`src/rtl/core_instruction_sequencer.sv`:
```
// Instruction feeder: queues instruction words in a circular FIFO and hands
// them to the core one at a time over a start/busy handshake. If the core
// never raises busy after an issue, a sticky timeout flag is set.
//
// state    | meaning
// ---------+-------------------------------------------------------------
// IDLE     | nothing in flight; issue the head entry when queued and core free
// ISSUE    | start is high for this single cycle
// WAIT_ACK | waiting for the core to raise busy, timeout counter running
// RUN      | core executing; wait for busy to fall
module core_instruction_sequencer #(
  parameter int INSTR_WIDTH  = 32,
  parameter int DEPTH        = 8,
  parameter int BUSY_TIMEOUT = 16
) (
  input  logic                         clk,
  input  logic                         reset,
  input  logic                         pushValid,
  input  logic [INSTR_WIDTH-1:0]       pushInstr,
  output logic                         pushReady,
  input  logic                         flush,
  input  logic                         busy,
  output logic [INSTR_WIDTH-1:0]       instructionOut,
  output logic                         start,
  output logic [$clog2(DEPTH+1)-1:0]   count,
  output logic                         idle,
  output logic                         timeoutError,
  input  logic                         clearError
);

  localparam int AW = $clog2(DEPTH);
  localparam int CW = $clog2(DEPTH + 1);
  localparam int TW = $clog2(BUSY_TIMEOUT);

  localparam logic [1:0] S_IDLE     = 2'd0;
  localparam logic [1:0] S_ISSUE    = 2'd1;
  localparam logic [1:0] S_WAIT_ACK = 2'd2;
  localparam logic [1:0] S_RUN      = 2'd3;

  logic [1:0]             state;
  logic [INSTR_WIDTH-1:0] mem [DEPTH];
  logic [AW-1:0]          wptr;
  logic [AW-1:0]          rptr;
  logic [TW-1:0]          tmr;
  logic                   do_push;
  logic                   do_pop;
  logic                   timeout_hit;

  // Readiness is a pure function of occupancy, so a pop in the same cycle
  // never makes room for a push into a full queue.
  assign pushReady   = (count < CW'(DEPTH));
  assign do_push     = pushValid && pushReady && !flush;
  assign do_pop      = (state == S_IDLE) && (count != '0) && !busy && !flush;
  assign timeout_hit = (state == S_WAIT_ACK) && !busy && (tmr == TW'(BUSY_TIMEOUT - 1));
  assign idle        = (state == S_IDLE) && (count == '0);

  // Storage array; contents need no reset since count qualifies every read.
  always_ff @(posedge clk) begin
    if (do_push) begin
      mem[wptr] <= pushInstr;
    end
  end

  // Queue pointers and occupancy; flush empties the queue but not the in-flight word.
  always_ff @(posedge clk or posedge reset) begin
    if (reset) begin
      wptr  <= '0;
      rptr  <= '0;
      count <= '0;
    end else if (flush) begin
      wptr  <= '0;
      rptr  <= '0;
      count <= '0;
    end else begin
      if (do_push) begin
        wptr <= wptr + AW'(1);
      end
      if (do_pop) begin
        rptr <= rptr + AW'(1);
      end
      case ({do_push, do_pop})
        2'b10:   count <= count + CW'(1);
        2'b01:   count <= count - CW'(1);
        default: count <= count;
      endcase
    end
  end

  // Issue sequencing: one start pulse per instruction, then follow the busy window.
  always_ff @(posedge clk or posedge reset) begin
    if (reset) begin
      state          <= S_IDLE;
      start          <= 1'b0;
      instructionOut <= '0;
      tmr            <= '0;
    end else begin
      case (state)
        S_IDLE: begin
          if (do_pop) begin
            state          <= S_ISSUE;
            start          <= 1'b1;
            instructionOut <= mem[rptr];
          end
        end
        S_ISSUE: begin
          state <= S_WAIT_ACK;
          start <= 1'b0;
          tmr   <= '0;
        end
        S_WAIT_ACK: begin
          if (busy) begin
            state <= S_RUN;
          end else if (timeout_hit) begin
            // The word counts as consumed; it is not re-issued.
            state <= S_IDLE;
          end else begin
            tmr <= tmr + TW'(1);
          end
        end
        S_RUN: begin
          if (!busy) begin
            state <= S_IDLE;
          end
        end
        default: begin
          state <= S_IDLE;
          start <= 1'b0;
        end
      endcase
    end
  end

  // Sticky missed-issue flag; a fresh timeout beats a simultaneous clear.
  always_ff @(posedge clk or posedge reset) begin
    if (reset) begin
      timeoutError <= 1'b0;
    end else if (timeout_hit) begin
      timeoutError <= 1'b1;
    end else if (clearError) begin
      timeoutError <= 1'b0;
    end
  end

endmodule

```
`config.mk`:
```
export PLATFORM = sky130hd
export DESIGN_NAME = core_instruction_sequencer
export DESIGN_NICKNAME = d
export VERILOG_FILES = /design/src/rtl/core_instruction_sequencer.sv
export SDC_FILE = /design/constraint.sdc
export NUM_CORES = 1
export LEC_CHECK = 0
export BUFFER_PORTS_ARGS = -buffer_cell sky130_fd_sc_hd__buf_2
export CAP_MARGIN = 40
export CORE_UTILIZATION = 30
export DETAILED_ROUTE_END_ITERATION = 16
export GPL_ROUTABILITY_DRIVEN = 0
export GPL_TIMING_DRIVEN = 0
export RECOVER_POWER = 25
export SLEW_MARGIN = 20
export SYNTH_ARGS = -nofsm -noshare
export SYNTH_HDL_FRONTEND = slang
export SYNTH_SLANG_ARGS = --single-unit
export TNS_END_PERCENT = 20
```
`constraint.sdc`:
```
create_clock -name clk -period 9.15 [get_ports clk]
set_input_delay 1.83 -clock clk [delete_from_list [all_inputs] [get_ports clk]]
set_output_delay 1.83 -clock clk [all_outputs]
set_load 0.01 [all_outputs]
```
# [Yosys cells after proc, flatten, opt, wreduce, memory -nomap -nowiden]
# Memories as Yosys holds them, arrays and structs flattened. A register that Yosys moved wholly into a read port is not among the register bits.
# Index checks and enable logic that the tools add are counted.
[word_totals] out_inout_bits=40 mem_bits_rw=256 wordCells=68 input_bits=38 n_memories=1 regBits=18
[classes] order_cmp=1 n_eq_ne=11 reduce_logical=23 n_mux=20 add_sub_neg=5
[memory_table] name="mem" depth=8 width=32 rd=1 rd_clocked_by_memory_dff=1 wr=1 line_no="41" source="logic [INSTR_WIDTH-1:0] mem [DEPTH];"
[op_table] operator="$pmux 4 s2" n=2
[op_table] operator="$mux 3" n=4
[op_table] operator="$mux 4" n=3
[op_table] operator="$reduce_bool 2->1" n=5
[op_table] operator="$add 4x1->4 const B" n=2
[op_table] operator="$logic_and 1x1->1" n=8
[op_table] operator="$mux 2" n=4
[op_table] operator="$ne 2x2->1 const B" n=4
[op_table] operator="$pmux 2 s4" n=1
[op_table] operator="$add 3x1->3 const B" n=2
[op_table] operator="$eq 2x2->1 const B" n=3
[op_table] operator="$reduce_and 3->1" n=2
[op_table] operator="$mux 1" n=5
[op_table] operator="$eq 2x1->1 const B" n=2
[op_table] operator="$eq 4x4->1 const B" n=1
[op_table] operator="$logic_not 4->1" n=1
[op_table] operator="$lt 4x4->1 const B" n=1
[op_table] operator="$reduce_and 2->1" n=2
[op_table] operator="$reduce_bool 4->1" n=1
[op_table] operator="$sub 4x1->4 const B" n=1
[op_table] operator="$ne 3x3->1 const B" n=1
[op_table] operator="$reduce_bool 3->1" n=1
[op_table] operator="$logic_not 1->1" n=2
[op_table] operator="$logic_not 2->1" n=1
[op_table] operator="$pmux 1 s2" n=1

# [Logic depth before layout (Yosys ltp)]
# Gate-level depths: netlist of run 1.
[depth] word_depth=7 ltp_mapped=10 depth_no_buf=9

# [Least setup slack after synthesis of run 1]
# OpenSTA, ideal clock, no wires.
[synth_path] kind="input to register" from="input port pushValid" to="memory mem[0][0], enable pin" arrival_ps=4524 cell_stages=3 slack_ps=4165 setup_time_ps=461 path_buffers=0 required_ps=8689 cell_sequence="nand2b_1 > or3_1 > nor3_1"
[synth_between] elab_chain_len=4
[synth_rtl] element="start: declaration" line_no="18" source="input logic pushValid,"
[synth_rtl] element="$logic_and 1x1->1 (2 in series)" line_no="52" source="assign do_push = pushValid && pushReady && !flush;"
[synth_rtl] element="$mux 1" line_no="59" source="if (do_push) begin"
[synth_rtl] element="$mux 1 (not written as such)" line_no="60" source="mem[wptr] <= pushInstr;"
[synth_rtl] element="end: declaration" line_no="41"
# No other way between the ends.

# [Worst setup path in the final report of run 1]
[layout_path] from="register count[1]" to="output port idle"
[layout_between] elab_chain_len=2
[layout_rtl] element="start: declaration" line_no="25" source="output logic [$clog2(DEPTH+1)-1:0] count,"
[layout_rtl] element="start signal: assignment" line_no="82" source="2'b10: count <= count + CW'(1);"
[layout_rtl] element="start signal: assignment" line_no="83" source="2'b01: count <= count - CW'(1);"
[layout_rtl] element="start signal: assignment" line_no="84" source="default: count <= count;"
[layout_rtl] element="$logic_not 4->1" line_no="55" source="assign idle = (state == S_IDLE) && (count == '0);"
[layout_rtl] element="$logic_and 1x1->1" line_no="55"
[layout_rtl] element="end: declaration" line_no="26" source="output logic idle,"
# No other way between the ends.

==> results of run 1 <==
==> per-stage QoR <==
| stage | util | worst slack, ns |
|---|---|---|
| after detailed placement | 0.347 | 5.13 |
| after global routing | 0.374 | 5.29 |
| final | 0.374 | 5.38 |
| after floorplan | - | 4.17 |
| after global placement | 0.334 | 1.58 |
| after CTS | 0.375 | 5.34 |
==> where the power goes <==
part	internal [mW]	switching [mW]	leakage (nW)
combinational	0.273	0.331	1.27
sequential	1.64	0.0763	2.96
clock	0.767	0.533	0.525
total	2.68	0.941	4.76
==> synth_stat cells <==
cell type,number,area [um^2]
nand4_1,1,6.26
mux2i_1,34,340
or4_4,1,11.3
o21ai_1,1,5.00
nand2b_1,4,25.0
xnor2_1,3,26.3
buf_6,1,11.3
and2_4,1,8.76
a31oi_1,2,12.5
and4b_1,1,10.0
or3_1,2,12.5
buf_1,4,15.0
nor4_4,1,21.3
nor4b_1,1,8.76
nor3b_1,1,7.51
dfrtp_1,50,1250
buf_4,1,7.51
mux4_2,64,1440
clkbuf_1,12,45.0
inv_1,4,15.0
ha_1,5,62.6
a21oi_1,7,35.0
nor3_1,8,40.0
buf_2,10,50.1
nand3_1,4,20.0
xnor2_4,1,27.5
a31o_2,1,8.76
nand2_1,47,176
nor2_1,17,63.8
a41oi_1,1,8.76
xor2_1,4,35.0
o21ai_0,34,170
a2111oi_0,1,8.76
nor2b_1,2,12.5
edfxtp_1,256,7690
==> sequential cells by signal, indices dropped and copies added (netlist names) <==
signal and count:
state 2, timeoutError 1, start 1, instructionOut 32, rptr 3, wptr 3, mem 256, tmr 4
count 4
==> cells by family (layout without fill, tap and decap cells) <==
| family | count (synthesis) | count (layout) | share of synthesized area |
|---|---|---|---|
| xor gates and xnor gates | 8 | 8 | 0.00760 |
| DFF | 306 | 306 | 0.765 |
| buffers and inverters | 32 | 194 | 0.0123 |
| and+or+nand+nor | 91 | 91 | 0.0363 |
| adders and majority gates | 5 | 5 | 0.00535 |
| AOI/OAI and AO/OA | 47 | 47 | 0.0213 |
| muxes | 98 | 98 | 0.152 |
==> cell type report <==
type	instances	area [um^2]
plain buffers	28	129
well taps	511	639
fillers	3572	23800
inverters	4	16.3
flip-flops and latches	306	8940
clock inverters	18	140
clock buffers	43	916
repair buffers	101	779
multi-input cells	249	2660
==> routing by layer <==
| metal | wire length [um] | GRT usage | up-vias |
|---|---|---|---|
| met5 | 36 | 0 | - |
| met4 | 494 | 0.0356 | 6 |
| met3 | 1380 | 0.0285 | 44 |
| met2 | 11900 | 0.211 | 123 |
| met1 | 11600 | 0.183 | 3050 |
| li1 | - | - | 2620 |
==> worst min-delay path, cell delays in order, from the launching register on <==
cell and delay (ns):
dfrtp_1 0.34, nand2_1 0.04, o21ai_0 0.06
==> cells in the final DEF, fill, tap and decap left out, types with 5 or more instances in the layout <==
cell type,netlist,layout
a21oi_1,7,7
ha_1,5,5
buf_4,1,9
nor3_1,8,6
mux4_2,64,64
clkinv_2,0,8
clkbuf_16,0,35
nor2_1,17,11
o21ai_0,34,34
clkbuf_1,12,43
dfrtp_1,50,50
edfxtp_1,256,256
mux2i_1,34,34
nor2_4,0,6
clkinv_1,0,6
buf_16,0,10
nand2_1,47,47
buf_2,10,63
==> worst paths after layout <==
| kind | slack, ns | startpoint | end | cells after the start |
|---|---|---|---|---|
| min in group asynchronous | 1.49 | reset | instructionOut[22]$_DFFE_PP0P_ | 2 |
| setup reg to reg | 6.51 | count[1]$_DFFE_PP0P_ | count[3]$_DFFE_PP0P_ | 8 |
| setup / recovery | 5.38 | count[1]$_DFFE_PP0P_ | idle | 3 |
| hold / removal | 0.47 | instructionOut[17]$_DFFE_PP0P_ | instructionOut[17]$_DFFE_PP0P_ | 2 |
| hold reg to reg | 0.47 | instructionOut[17]$_DFFE_PP0P_ | instructionOut[17]$_DFFE_PP0P_ | 2 |
| max in group asynchronous | 6.99 | reset | instructionOut[9]$_DFFE_PP0P_ | 3 |
==> results by group, run 1 <==
Routing
  – Vias per Instance: 4.64
  – DRC viols: 0
  – Initial drt markers: 351
  – Final wirelength: 25.5 mm
  – Final ANT Viol Nets: 0
  – First-pass DRT Iterations: 4
  – Vias: 5843
  – Wire length per cell: 20.2 um

STA
  – RSZ-0062 raised after global routing: false
  – Final period util: 0.412
  – Setup TNS: 0 ns
  – Fin. Hold Viols: 0
  – Fin Hold WS: 0.472 ns
  – Worst Skew: 0.0139 ns
  – Final Setup Violations: 0
  – Slew Limit Fails: 0
  – Min Clock Period, post-route: 3.77 ns
  – Worst Tran Pin Value: 0.977 ns
  – Slew Limit Headroom: 0.345
  – Fmax: 265 MHz

Clocking
  – CTS Hold Bufs: 0
  – Clock sinks: 306
  – Post-CTS Resized: 0
  – Post-CTS Setup Bufs: 0
  – CTS tree: yes
  – Clock transition at path regs: 0.06 ns
  – Clock buffer count from CTS: 34
  – CTS root buf: clkbuf_16
  – Longest Clk Path Bufs: 3
  – Worst skew pair latency: 0.50 ns
  – CTS H-tree depth: 2

Logic synthesis
  – Mapped Avg Cell Area: 19.9 um^2
  – Synth Instances: 587
  – Post-Synthesis Cell Area: 11700 um^2
  – Sequential share of the synthesized area: 0.765
  – Number of synthesized register bits: 306
  – Distinct cell type count of the synthesized netlist: 35
  – Synth warn: 0
  – Syn_nets: 630

Power and ir drop
  – Max VDD drop: 0.000148 V
  – Pleak: 4.76 nW
  – Total power: 3.62 mW
  – Pwr Density: 255 nW/um^2

Layout
  – Final instance area: 14200 um^2
  – Layout cells sized above 1: 0.287
  – Layout area overhead: 21.7%
  – ANT cells: 0
  – Final non-filler cell total: 1260
  – # nets final: 767

Floorplanning
  – Die ar.: 39800 um^2
  – Core box area: 38000 um^2
  – DIE WIDTH: 199 um
  – Die H: 199 um
  – IO Count: 78
  – # rows: 71
  – Initial Utilization: 0.307

Worst setup path
  – CP required: 7.32 ns
  – Crit path buf inv count: 1
  – Worst Path Class, Setup: reg -> out
  – CP cell instances: or4_4, nor3_1, buf_2
  – Critical Path AT: 1.94 ns
  – Slowest stage cell on the critical path: or4_4
  – Worst setup SP type: flip-flop
  – CP max stage delay: 0.59 ns
  – Cell family with most CP delay: simple AND/OR/NAND/NOR gates
  – Critical-path maximum fanout: 7
  – Critical Path End Type: output port

Job
  – Max Cap Violations: 0

Place
  – Port bufs: 77
  – Placed insts: 1198
  – Placed inst area: 13200 um^2
  – DP HPWL: 17.1 mm

Global routing
  – Global-route wire length before repair: 38.4 mm
  – Global route overflow: 0
  – Largest net degree at the start of global routing: 34
  – Gr usage total: 0.133
  – Initial antenna violation count: 3
  – Vias in the first global route: 6087

Worst hold path
  – Hold/Removal Path Class: reg -> reg

Status
  – Run status: completed
No activity file was read; power rests on OpenSTA's default activity.
==> run 2: changes to the inputs <==
Clock period 9.15 ns to 3.4 ns, I/O delays scaled along.
==> run 2 against run 1 <==
Worst setup slack got worse by 4.6 ns. Die area did not move. Largest cell class unchanged. Register-to-register slack got worse by 5.7 ns. Critical path depth rose by 5. Utilization fell by 0.41 points. Total power rose to 2.6 times the previous value. Sequential power rose to 2.7 times the previous value. Via count fell by 2.1%.
==> results by group, run 2 (synthesized netlist as in run 1, its figures left out) <==
Status
  – Run status: completed

Worst setup path
  – Critical Path AT: 3.00 ns
  – CP cell instances: or4_4, nand2_1, nor3_1, ha_1, nand2_1, o21ai_1, nor3_1, a2111oi_0
  – Slowest stage cell on the critical path: or4_4
  – Worst reg2reg path depth: 8
  – Critical-path maximum fanout: 5
  – R2r setup slk: 0.80 ns
  – Worst Path Class, Setup: reg -> reg
  – CP required: 3.80 ns
  – Reg-to-reg critical path endpoint: count[3]$_DFFE_PP0P_
  – CP max stage delay: 0.60 ns
  – Worst flop-to-flop path startpoint: count[0]$_DFFE_PP0P_
  – Worst setup SP type: flip-flop
  – Critical Path End Type: flip-flop

STA
  – Fmax: 385 MHz
  – Worst Skew: 0.0191 ns
  – Slew Limit Headroom: 0.369
  – Fin. Hold Viols: 0
  – Min Clock Period, post-route: 2.60 ns
  – Final period util: 0.764
  – Fin Hold WS: 0.273 ns
  – RSZ-0062 raised after global routing: false
  – Final Setup Violations: 0
  – Worst Tran Pin Value: 0.942 ns
  – Slew Limit Fails: 0

Floorplanning
  – Core box area: 38000 um^2
  – IO Count: 78
  – DIE WIDTH: 199 um
  – Die ar.: 39800 um^2
  – Initial Utilization: 0.307
  – # rows: 71
  – Die H: 199 um

Clocking
  – CTS tree: yes
  – Clock sinks: 306
  – Post-CTS Resized: 0
  – Post-CTS Setup Bufs: 0
  – Worst skew pair latency: 0.55 ns
  – Clock transition at path regs: 0.06 ns
  – CTS H-tree depth: 1
  – Clock buffer count from CTS: 30
  – Longest Clk Path Bufs: 3
  – CTS root buf: clkbuf_16
  – CTS Hold Bufs: 0

Place
  – Port bufs: 77
  – Placed insts: 1194
  – Placed inst area: 13100 um^2
  – DP HPWL: 16.8 mm

Layout
  – Largest register FFs: 256
  – Final non-filler cell total: 1250
  – # nets final: 758
  – Layout cells sized above 1: 0.280
  – ANT cells: 0
  – Biggest regs: mem x256, instructionOut x32
  – FILL cells: 3577
  – Commonest non-fill, non-tap cell in the layout: edfxtp_1
  – Fin util: 0.370
  – Area of the multi-input gates: 2670 um^2
  – Final instance area: 14100 um^2
  – Most frequent cells in the layout: 256 x edfxtp_1, 64 x buf_2, 64 x mux4_2
  – Most flop-heavy register: mem
  – Layout area overhead: 20.3%
  – Reg area: 8940 um^2

Global routing
  – Initial antenna violation count: 1
  – Vias in the first global route: 5950
  – Gr usage total: 0.129
  – Global-route wire length before repair: 37.7 mm
  – Global route overflow: 0
  – Largest net degree at the start of global routing: 35

Power and ir drop
  – Max VDD drop: 0.000442 V
  – Pwr Density: 680 nW/um^2
  – Pleak: 4.67 nW
  – Total power: 9.56 mW

Routing
  – Vias: 5723
  – DRC viols: 0
  – Initial drt markers: 385
  – Wire length per cell: 20.2 um
  – Vias per Instance: 4.58
  – Final ANT Viol Nets: 0
  – First-pass DRT Iterations: 4
  – Final wirelength: 25.2 mm

Worst hold path
  – Hold/Removal Path Class: in -> async

Job
  – Max Cap Violations: 0
run 2: changes by cell type in the layout (fill, tap and decap cells not counted), sizes merged:
cell	before	now
buf	93	89
bufinv	2	4
clkbuf	79	76
clkinv	14	10
clkinvlp	1	2
inv	5	3
run 2: layer usage:
layer	track usage	routed length [um]	vias up	part of all wire
met5	0	13	-	0.00052
met3	0.0216	1180	25	0.047
li1	-	-	2612	-
met2	0.214	12300	115	0.49
met1	0.179	11400	2969	0.45
met4	0.0263	332	2	0.013
run 2: layout make-up:
cell class	instances	area share
Timing Repair Buffer	96	0.0483
Tap cell	511	0.0455
Multi-Input combinational cell	249	0.190
Clock inverter	15	0.0135
Clock buffer	41	0.0570
Sequential cell	306	0.636
Buffer	28	0.00916
Inverter	4	0.00116
run 2: power by group:
part,total (mW),switching [mW],internal (mW)
registers,4.61,0.201,4.41
clock network,3.33,1.37,1.96
logic,1.62,0.880,0.745
run 2: worst max path at each step:
stage,start,endpoint,slack [ns],cells after the start
floorplan,pushValid,mem[1][0]$_DFFE_PP_,-0.25,4
global placement,pushValid,mem[1][30]$_DFFE_PP_,-2.88,5
detailed placement,pushValid,count[3]$_DFFE_PP0P_,0.61,8
CTS,count[0]$_DFFE_PP0P_,idle,0.76,3
global route,count[1]$_DFFE_PP0P_,count[3]$_DFFE_PP0P_,0.63,8
finish,count[0]$_DFFE_PP0P_,count[3]$_DFFE_PP0P_,0.80,8
run 2: metrics by stage:
step / setup TNS, ns / worst slack [ns]
after CTS: 0 / 0.763
after global routing: 0 / 0.630
final: 0 / 0.802
after floorplan: -7.96 / -0.249
after global placement: -349.46 / -2.88
after detailed placement: 0 / 0.613
run 2: worst max-delay path, delay by kind of cell (launching register included):
kind	cells	cell delay (ns)
flip-flops	1	0.45
adder cells (fa/ha/maj)	1	0.38
AND/OR/NAND/NOR	5	1.03
AO/OA/AOI/OAI	2	0.62
